==> src/rtl/chronos_pkg.sv <==
// Shared types and constants for the Chronos RV32I front end.
package chronos_pkg;

    localparam int XLEN   = 32;
    localparam int INST_W = 32;

    localparam logic [XLEN-1:0] RESET_PC_DEF = 32'h0000_0000;

    typedef enum logic {
        IDLE = 1'b0,
        RUN  = 1'b1
    } fetch_state_t;

    typedef struct packed {
        logic [INST_W-1:0] inst;
        logic [XLEN-1:0]   pc;
    } fetch_entry_t;

endpackage

==> src/rtl/inst_fifo.sv <==
// Small instruction buffer between fetch and decode; flush beats push/pop.
module inst_fifo
    import chronos_pkg::*;
#(
    parameter int DEPTH = 2,
    localparam int PW = $clog2(DEPTH),
    localparam int CW = PW + 1
) (
    input  logic         clk,
    input  logic         rst,
    input  logic         push,
    input  fetch_entry_t push_data,
    input  logic         pop,
    input  logic         flush,
    output fetch_entry_t head,
    output logic [CW-1:0] count
);

    logic [PW-1:0] wr_ptr;
    logic [PW-1:0] rd_ptr;
    logic          pop_ok;
    fetch_entry_t  mem [DEPTH];

    assign pop_ok = pop && (count != '0);

    always_ff @(posedge clk) begin
        if (!rst || flush) begin
            wr_ptr <= '0;
            rd_ptr <= '0;
            count  <= '0;
        end else begin
            if (push)
                wr_ptr <= wr_ptr + 1'b1;
            if (pop_ok)
                rd_ptr <= rd_ptr + 1'b1;
            case ({push, pop_ok})
                2'b10:   count <= count + 1'b1;
                2'b01:   count <= count - 1'b1;
                default: count <= count;
            endcase
        end
    end

    always_ff @(posedge clk) begin
        if (rst && !flush && push)
            mem[wr_ptr] <= push_data;
    end

    // Empty buffer presents zeros rather than stale storage.
    assign head = (count == '0) ? '0 : mem[rd_ptr];

endmodule

==> src/rtl/fetch_unit.sv <==
// Instruction-fetch initiator: owns the PC, requests words, buffers them for decode.
module fetch_unit
    import chronos_pkg::*;
#(
    parameter logic [XLEN-1:0] RESET_PC = RESET_PC_DEF,
    parameter int DEPTH = 2
) (
    input  logic              clk,
    input  logic              rst,
    output logic [XLEN-1:0]   fetch_addr,
    output logic              fetch_req,
    input  logic [INST_W-1:0] request_data,
    input  logic              fetch_data_valid,
    output logic [INST_W-1:0] inst,
    output logic [XLEN-1:0]   inst_pc,
    output logic              inst_valid,
    input  logic              inst_ready,
    input  logic              redirect_valid,
    input  logic [XLEN-1:0]   redirect_pc
);

    localparam int CW = $clog2(DEPTH) + 1;
    localparam logic [CW-1:0] FULL = CW'(DEPTH);

    fetch_state_t    state;
    fetch_state_t    state_next;
    logic [XLEN-1:0] pc;
    logic [CW-1:0]   count;
    logic            push;
    logic            pop;
    fetch_entry_t    push_data;
    fetch_entry_t    head;

    always_ff @(posedge clk) begin
        if (!rst)
            state <= IDLE;
        else
            state <= state_next;
    end

    always_comb begin
        state_next = state;
        unique case (state)
            IDLE:    state_next = RUN;
            RUN:     state_next = RUN;
            default: state_next = IDLE;
        endcase
    end

    assign fetch_req = (state == RUN) && (count < FULL)
                       && !redirect_valid && rst;
    assign fetch_addr = {2'b00, pc[XLEN-1:2]};

    assign push = fetch_req && fetch_data_valid;
    assign pop  = inst_valid && inst_ready && !redirect_valid;

    always_ff @(posedge clk) begin
        if (!rst)
            pc <= RESET_PC;
        else if (redirect_valid)
            pc <= redirect_pc & ~32'h3;
        else if (push)
            pc <= pc + 32'd4;
    end

    assign push_data.inst = request_data;
    assign push_data.pc   = pc;

    inst_fifo #(
        .DEPTH(DEPTH)
    ) u_fifo (
        .clk       (clk),
        .rst       (rst),
        .push      (push),
        .push_data (push_data),
        .pop       (pop),
        .flush     (redirect_valid),
        .head      (head),
        .count     (count)
    );

    assign inst_valid = (count != '0);
    assign inst       = head.inst;
    assign inst_pc    = head.pc;

endmodule
==> config.mk <==
export PLATFORM = sky130hd
export DESIGN_NAME = fetch_unit
export DESIGN_NICKNAME = d
export VERILOG_FILES = /design/src/rtl/chronos_pkg.sv /design/src/rtl/inst_fifo.sv /design/src/rtl/fetch_unit.sv
export SDC_FILE = /design/constraint.sdc
export NUM_CORES = 1
export LEC_CHECK = 0
export CORE_UTILIZATION = 44
export CTS_CLUSTER_DIAMETER = 100
export DETAILED_ROUTE_END_ITERATION = 12
export GPL_ROUTABILITY_DRIVEN = 0
export GPL_TIMING_DRIVEN = 0
export PLACE_DENSITY = 0.88
export SETUP_SLACK_MARGIN = 0.5
export SYNTH_ARGS = -nofsm -noshare
export SYNTH_HDL_FRONTEND = slang
export SYNTH_SLANG_ARGS = --single-unit
==> constraint.sdc <==
create_clock -name clk -period 5.2 [get_ports clk]
set_input_delay 1.04 -clock clk [delete_from_list [all_inputs] [get_ports clk]]
set_output_delay 1.04 -clock clk [all_outputs]
set_load 0.01 [all_outputs]
==> Word level (Yosys, flattened, before mapping) <==
Memory sizes are Yosys's and may differ from the RTL's. A register that Yosys moved wholly into a read port is not among the register bits.
Cells that the tools add are included.
W data, S select, Z words.
{ "totals": {"register_bits": 37, "latch_bits": 0, "ramBits": 128, "romBits": 0, "output_inout_bits": 98, "wordCells": 42, "n_memories": 1} }
{ "classes": {"addsub": 5, "multipliers": 0, "div": 0, "magnitude_cmp": 1, "eq_ne": 2, "n_shift": 0, "n_mux": 9, "bitwise": 1, "n_reduce_logical": 17} }
{ "memory_table": {"columns": ["memory", "words", "width", "read_ports", "rd_ports_with_merged_regs", "write_ports", "line", "rtl"], "rows": [
  ["u_fifo.mem", 2, 64, 1, 1, 1, "inst_fifo.sv:22", "fetch_entry_t mem [DEPTH];"]
]} }
{ "ops": {"columns": ["op", "n"], "rows": [
  ["$mux W32", 2],
  ["$mux W64", 1],
  ["$add A32 B3 Y32 const B", 1],
  ["$logic_and A1 B1 Y1", 9],
  ["$reduce_bool A2 Y1", 3],
  ["$mux W1", 5],
  ["$pmux W2 S2", 1],
  ["$add A1 B1 Y1 const B", 2],
  ["$add A2 B1 Y2 const B", 1],
  ["$eq A2 B1 Y1 const B", 1],
  ["$eq A2 B2 Y1 const B", 1],
  ["$logic_not A1 Y1", 2],
  ["$logic_not A2 Y1", 1],
  ["$lt A2 B2 Y1 const B", 1],
  ["$reduce_or A2 Y1", 1],
  ["$sub A2 B1 Y2 const B", 1],
  ["$logic_or A1 B1 Y1", 1],
  ["$not A1 Y1", 1]
]} }

==> Logic depth before layout (Yosys ltp) <==
Gate-level depths: netlist of the first run.
{ "depth": {"word_depth": 8, "mapped_depth": 8} }

==> Cells and area by module <==
From an unflattened synthesis of the first run, not the netlist that was laid out.
{ "hier_totals": {"cells_unflattened": 524, "area_unflattened_um2": 6809.0} }
{ "modules_own_cells": {"columns": ["module", "n_inst", "cells_per_inst", "area_each_um2", "seq_area_each_um2"], "rows": [
  ["inst_fifo", 1, 294, 5022.3, 3943.8],
  ["fetch_unit", 1, 230, 1786.7, 620.6]
]} }

==> Worst setup path after synthesis of the first run <==
OpenSTA, ideal clock, no wires.
{ "synth_timing": {"path_type": "input to register", "start": "in redirect_valid", "end": "mem u_fifo.mem[0][10] in the netlist's numbering, enable pin", "setup_ns": 0.482, "arrival_time_ns": 4.491, "required_time_ns": 4.718, "path_slack_ns": 0.227, "stages": 5, "n_path_buf": 1, "path_cell_list": "clkbuf_1 -> and4bb_2 -> and2_1 -> inv_1 -> nor2_1"} }
{ "synth_between": {"elab_chain_len": 7} }
{ "synth_rtl": {"columns": ["item", "line", "rtl"], "rows": [
  ["from (decl)", "fetch_unit.sv:18", "input logic redirect_valid,"],
  ["$logic_not A1 Y1", "fetch_unit.sv:51", "&& !redirect_valid && rst;"],
  ["$logic_and A1 B1 Y1 (2 in series)", "fetch_unit.sv:51", null],
  ["via fetch_req", "fetch_unit.sv:11", "output logic fetch_req,"],
  ["$logic_and A1 B1 Y1", "fetch_unit.sv:54", "assign push = fetch_req && fetch_data_valid;"],
  ["$logic_and A1 B1 Y1", "inst_fifo.sv:45", "if (rst && !flush && push)"],
  ["$mux W1", "inst_fifo.sv:45", null],
  ["$mux W1 (implied by the code)", "inst_fifo.sv:46", "mem[wr_ptr] <= push_data;"],
  ["to (decl)", "inst_fifo.sv:22", null]
]} }
The timed path passes the listed nets, and every way through them passes these cells.

==> flow_metrics.tcl, run 1 <==
set metrics [dict create \
    end_kind "output pin" \
    mostFrequentLayoutCells "159 x clkdlybuf4s50_1, 124 x edfxtp_1, 76 x nor2_1" \
    path_clk_slew_ps 60 \
    maxSlewHeadroom 0.2698 \
    hold_violations 0 \
    rsz0062_at_grt "no" \
    crit_required_ps 4160 \
    synth_ff_type "edfxtp_1" \
    synthCells 496 \
    numCtsBuffers 17 \
    cts.hold.buffers_added 0 \
    grt_max_degree 63 \
    hold_class "reg2reg" \
    crit_top_cell "clkbuf_1" \
    synth.avg_cell_area_um2 13.20 \
    cp_slowest_stage_delay_ps 620 \
    grt_pass1_vias 4294 \
    finalSetupViolations 0 \
    setup_ws_ps 1477 \
    status "complete, no violations" \
    r2r-end "u_fifo.mem[0][39]" \
    skew_ps 5.249 \
    cts-resized-gates 0 \
    io_pins 167 \
    post-route-period-util 0.7160 \
    layout_commonest_cell "clkdlybuf4s50_1" \
    gr-total-overflow 0 \
    grt_usage 0.1910 \
    path_cells "clkbuf_1 > clkbuf_1 > mux2i_1 > nor2_1 > clkdlybuf4s50_1" \
    whs_ps 508.2 \
    max-cap-violations 0 \
    drt-initial-drc-count 300 \
    reg2reg_setup_slack_ps 2670 \
    ys_types 39 \
    yosysSeqAreaShare 0.6789 \
    firstDrtPassIters 5 \
    max_freq_ghz 0.2686 \
    tns_ps 0 \
    diodes 0 \
    detail_route.wl_per_cell_um 16.49 \
    synth_warnings 0 \
    synth_seq_cells 160 \
    drive_gt1_frac 0.06802 \
    syn_to_final_growth_pct 36.83 \
    rows 44 \
    peakVddDrop_uv 195.6 \
    cts_tree "yes" \
    power-per-cell-area_nw_per_um2 307.4 \
    slew_violations 0 \
    ant_nets 0 \
    period_minus_slack_ps 3723 \
    initial_core_util 0.4504 \
    tightestPinTransition_ps 1085 \
    cts_htree_levels 4 \
    syn-cell-area_um2 6546 \
    nets 749 \
    insertion_delay_ps 420 \
    path_class "reg2out" \
    critPathLaunchType "flip-flop" \
    dieArea_um2 15370 \
    worstPathArrival_ps 2680 \
    whs_path_depth 2 \
    cp_max_fo 10 \
    drt_drc_violations_left 0 \
    die_h_um 124.0 \
    io_buffers 159 \
    dpl.hpwl_um 10110 \
    wl_um 14430 \
    numClockSinks 160 \
    clockRootBuffer "clkbuf_16" \
    worst_path_dominant_cell_family "buffers and inverters" \
    placedInstanceArea_um2 8412 \
    grt_pass1_wl_um 21560 \
    worstHoldStart "u_fifo.rd_ptr" \
    via_per_inst 5.125 \
    vias 4484 \
    synth_edf_count 124 \
    die_width_um 124.0 \
    final_area_um2 8957 \
    postCtsSetupBuffers 0 \
    cp_slowest_cell "clkbuf_1" \
    placeableCoreArea_um2 14530 \
    clk_path_buf_depth 2 \
    p_leak_uw 0.002860 \
    cp_num_buf_inv 3 \
    antenna_found_initial 0 \
    async_reset_ff_frac 0 \
    r2r-start "u_fifo.count[1]" \
    place_ws_ps 1401 \
    worst-r2r-cell-count 5 \
]
==> how the worst max path moves through the flow <==
stage / startpoint / end / slack (ps) / depth (start not counted)
final: flip-flop / inst_pc[11] / 1480 / 5
after CTS: flip-flop / inst_pc[11] / 1370 / 5
after global placement: rst / u_fifo.mem[0][46] / -10 / 5
after global routing: flip-flop / inst_pc[11] / 1230 / 5
after floorplan: redirect_valid / u_fifo.mem[0][10] / 1270 / 5
after detailed placement: rst / u_fifo.mem[0][37] / 1400 / 6
==> routing by layer <==
| layer | vias up | global-route usage | wire length [um] |
|---|---|---|---|
| met2 | 182 | 0.3146 | 7130 |
| met4 | 0 | 0.06994 | 196 |
| met3 | 16 | 0.05357 | 968 |
| met5 | - | 0 | 0 |
| met1 | 2097 | 0.2400 | 6131 |
| li1 | 2189 | - | - |
==> cell type report <==
type,instances,area [um2]
buffer,27,116.4
clock buffer,18,439.2
clock inverter,14,106.4
fill,1117,5577
inverter,3,11.26
multi-input combinational,309,1998
sequential,160,4444
tap,184,230.2
timing repair buffer,160,1612
==> cell usage after synthesis, types with 3 or more instances <==
library cell | instances | area share
edfxtp_1 | 124 | 0.57
nor2_1 | 77 | 0.044
mux2i_1 | 62 | 0.095
dfxtp_1 | 36 | 0.11
clkbuf_1 | 22 | 0.013
o21ai_0 | 22 | 0.017
a21oi_1 | 19 | 0.015
nand2_1 | 18 | 0.010
nand3_1 | 18 | 0.014
xor2_1 | 18 | 0.024
nand4_1 | 15 | 0.014
xnor2_1 | 9 | 0.012
and2_1 | 5 | 0.0048
and3_1 | 5 | 0.0048
nor3_1 | 5 | 0.0038
buf_4 | 4 | 0.0046
nor2b_1 | 4 | 0.0038
inv_1 | 3 | 0.0017
o211a_1 | 3 | 0.0046
o211ai_1 | 3 | 0.0034
==> cells by family after synthesis <==
kind of cell | share of synthesized area
muxes | 0.09652
adders and majority gates | 0.003822
AOI/OAI and AO/OA | 0.04683
DFF | 0.6789
other | 0.0005728
buffers and inverters | 0.01950
and+or+nand+nor | 0.1177
xor gates and xnor gates | 0.03612
==> per-stage QoR <==
step	util	std cells	power, uW
2_1_floorplan	-	499	1524
3_3_place_gp	0.5767	842	1637
3_5_place_dp	0.5788	843	1644
4_1_cts	0.6163	875	2774
5_1_grt	0.6163	875	2837
6_report	0.6163	875	2753
==> worst reg2reg max path: cells and delay by family (launching register included) <==
kind | cells | cell delay [ps]
DFF | 1 | 360
buffers and inverters | 2 | 500
and+or+nand+nor | 3 | 1360
==> sequential cells by signal, indices dropped and copies added, names as in the netlist, named ones only <==
signal	count
u_fifo.count	2
pc	30
state	1
u_fifo.mem	124
u_fifo.rd_ptr	1
u_fifo.wr_ptr	1
==> power by group <==
group          switching [uW]  internal (uW)  total (uW)
combinational            74.2            103         177
sequential               35.1           1410        1440
clock                     506            629        1130
Power figures use the tool's default switching activity.
==> run 2, diff against run 1 <==
==> constraint.sdc (replaced) <==
create_clock -name clk -period 3.3 [get_ports clk]
set_input_delay 0.66 -clock clk [delete_from_list [all_inputs] [get_ports clk]]
set_output_delay 0.66 -clock clk [all_outputs]
set_load 0.01 [all_outputs]
==> run 2 against run 1 <==
- sequential power is 58% higher
- cell area increased by 2.1%
- wire length is 2.8% higher
- clock skew rose by 3.3 ps
- via count increased by 1.1%
- sequential share of layout area decreased by 1.0 points
- die area did not move
- worst setup slack worse by 870 ps
- clock-buffer cell count is 2 higher
- first-iteration DRC count grew 17%
- flip-flop and latch count unchanged
- critical path type unchanged
- largest cell class unchanged
- largest power group unchanged
==> flow_metrics.tcl, run 2 (synthesized netlist as in run 1, its figures left out) <==
set metrics [dict create \
    routed-wl-met3_um 1010 \
    tightestPinTransition_ps 1102 \
    instances_no_fill 876 \
    met2_length_um 7387 \
    skew_ps 8.537 \
    initial_core_util 0.4504 \
    rsz0062_at_grt "yes" \
    routed.top_layer "met4" \
    die_h_um 124.0 \
    grt_pass1_vias 4504 \
    postCtsSetupBuffers 0 \
    max_freq_ghz 0.3713 \
    cts_htree_levels 4 \
    cts-resized-gates 22 \
    grt_pass1_wl_um 22540 \
    finalSetupViolations 0 \
    top_regs "u_fifo.mem (124), pc (30), u_fifo.count (2)" \
    layout_commonest_cell "clkdlybuf4s50_1" \
    vias 4534 \
    io_buffers 159 \
    utilization 0.6291 \
    io_pins 167 \
    critPathLaunchType "flip-flop" \
    die_width_um 124.0 \
    gr-total-overflow 0 \
    path_clk_slew_ps 60 \
    numCtsBuffers 17 \
    dpl.hpwl_um 10370 \
    whs_ps 503.5 \
    grt_max_degree 63 \
    placeableCoreArea_um2 14530 \
    slew_violations 0 \
    antenna_found_initial 0 \
    drive_gt1_frac 0.08960 \
    maxSlewHeadroom 0.2583 \
    place_inst 844 \
    end_kind "output pin" \
    setup_ws_ps 607.1 \
    crit_required_ps 2640 \
    peakVddDrop_uv 348.3 \
    place_ws_ps -2.027 \
    post-route-period-util 0.8160 \
    wl_um 14820 \
    drt_drc_violations_left 0 \
    insertion_delay_ps 420 \
    cp_max_fo 10 \
    tns_ps 0 \
    hold_class "reg2reg" \
    numClockSinks 160 \
    p_leak_uw 0.002974 \
    ant_nets 0 \
    cts.hold.buffers_added 0 \
    hold_violations 0 \
    clockRootBuffer "clkbuf_16" \
    reg2reg_setup_slack_ps 920 \
    cts_tree "yes" \
    grt_usage 0.2005 \
    rows 44 \
    dieArea_um2 15370 \
    path_class "reg2out" \
    regMostFlops "u_fifo.mem" \
    detail_route.wl_per_cell_um 16.92 \
    via_per_inst 5.176 \
    worstPathArrival_ps 2030 \
    status "complete, no violations" \
    nets 750 \
    clk_path_buf_depth 2 \
    diodes 0 \
    mostFrequentLayoutCells "158 x clkdlybuf4s50_1, 124 x edfxtp_1, 75 x nor2_1" \
    max-cap-violations 0 \
    period_minus_slack_ps 2693 \
    syn_to_final_growth_pct 39.68 \
    drt-initial-drc-count 351 \
    firstDrtPassIters 5 \
    wl_met1_um 6263 \
    power-per-cell-area_nw_per_um2 513.7 \
    largest_reg_flops 124 \
]
## run 2: area by class of cell
class	count	area, um2
Buffer	27	152.6
Clock buffer	20	446.7
Clock inverter	12	205.2
Fill cell	1090	5390
Inverter	3	11.26
Multi-Input combinational cell	309	2008
Sequential cell	160	4444
Tap cell	184	230.2
Timing Repair Buffer	161	1645
## run 2: stage by stage
step / area [um2] / total power (uW)
finish: 9144 / 4697
global route: 9144 / 4835
CTS: 9139 / 4717
detailed placement: 8447 / 2595
global placement: 8392 / 2579
floorplan: 6570 / 2402
## run 2: worst paths after layout
kind / start / end / cells after the start
worst max-delay path: flip-flop / inst_pc[10] / 5
worst min register to register: u_fifo.rd_ptr / flip-flop / 2
worst max register to register: pc[7] / pc[31] / 5
worst min-delay path: u_fifo.rd_ptr / flip-flop / 2
## run 2: report_power, final
group | internal, uW | leakage [uW] | switching, uW
logic | 165 | 0.00124 | 118
clock network | 1370 | 0.000311 | 773
registers | 2220 | 0.00142 | 57.0
total | 3750 | 0.00297 | 948
## run 2: per-layer routing
layer | GRT usage | vias up
met5 | 0 | -
met4 | 0.07217 | 0
met3 | 0.05540 | 18
met2 | 0.3326 | 194
met1 | 0.2509 | 2138
li1 | - | 2184
## run 2: critical path, cell delays in order, from the launching register on
cell,delay [ps]
dfxtp_1,300
buf_2,240
buf_4,280
mux2i_1,110
nor2_1,120
clkdlybuf4s50_1,560
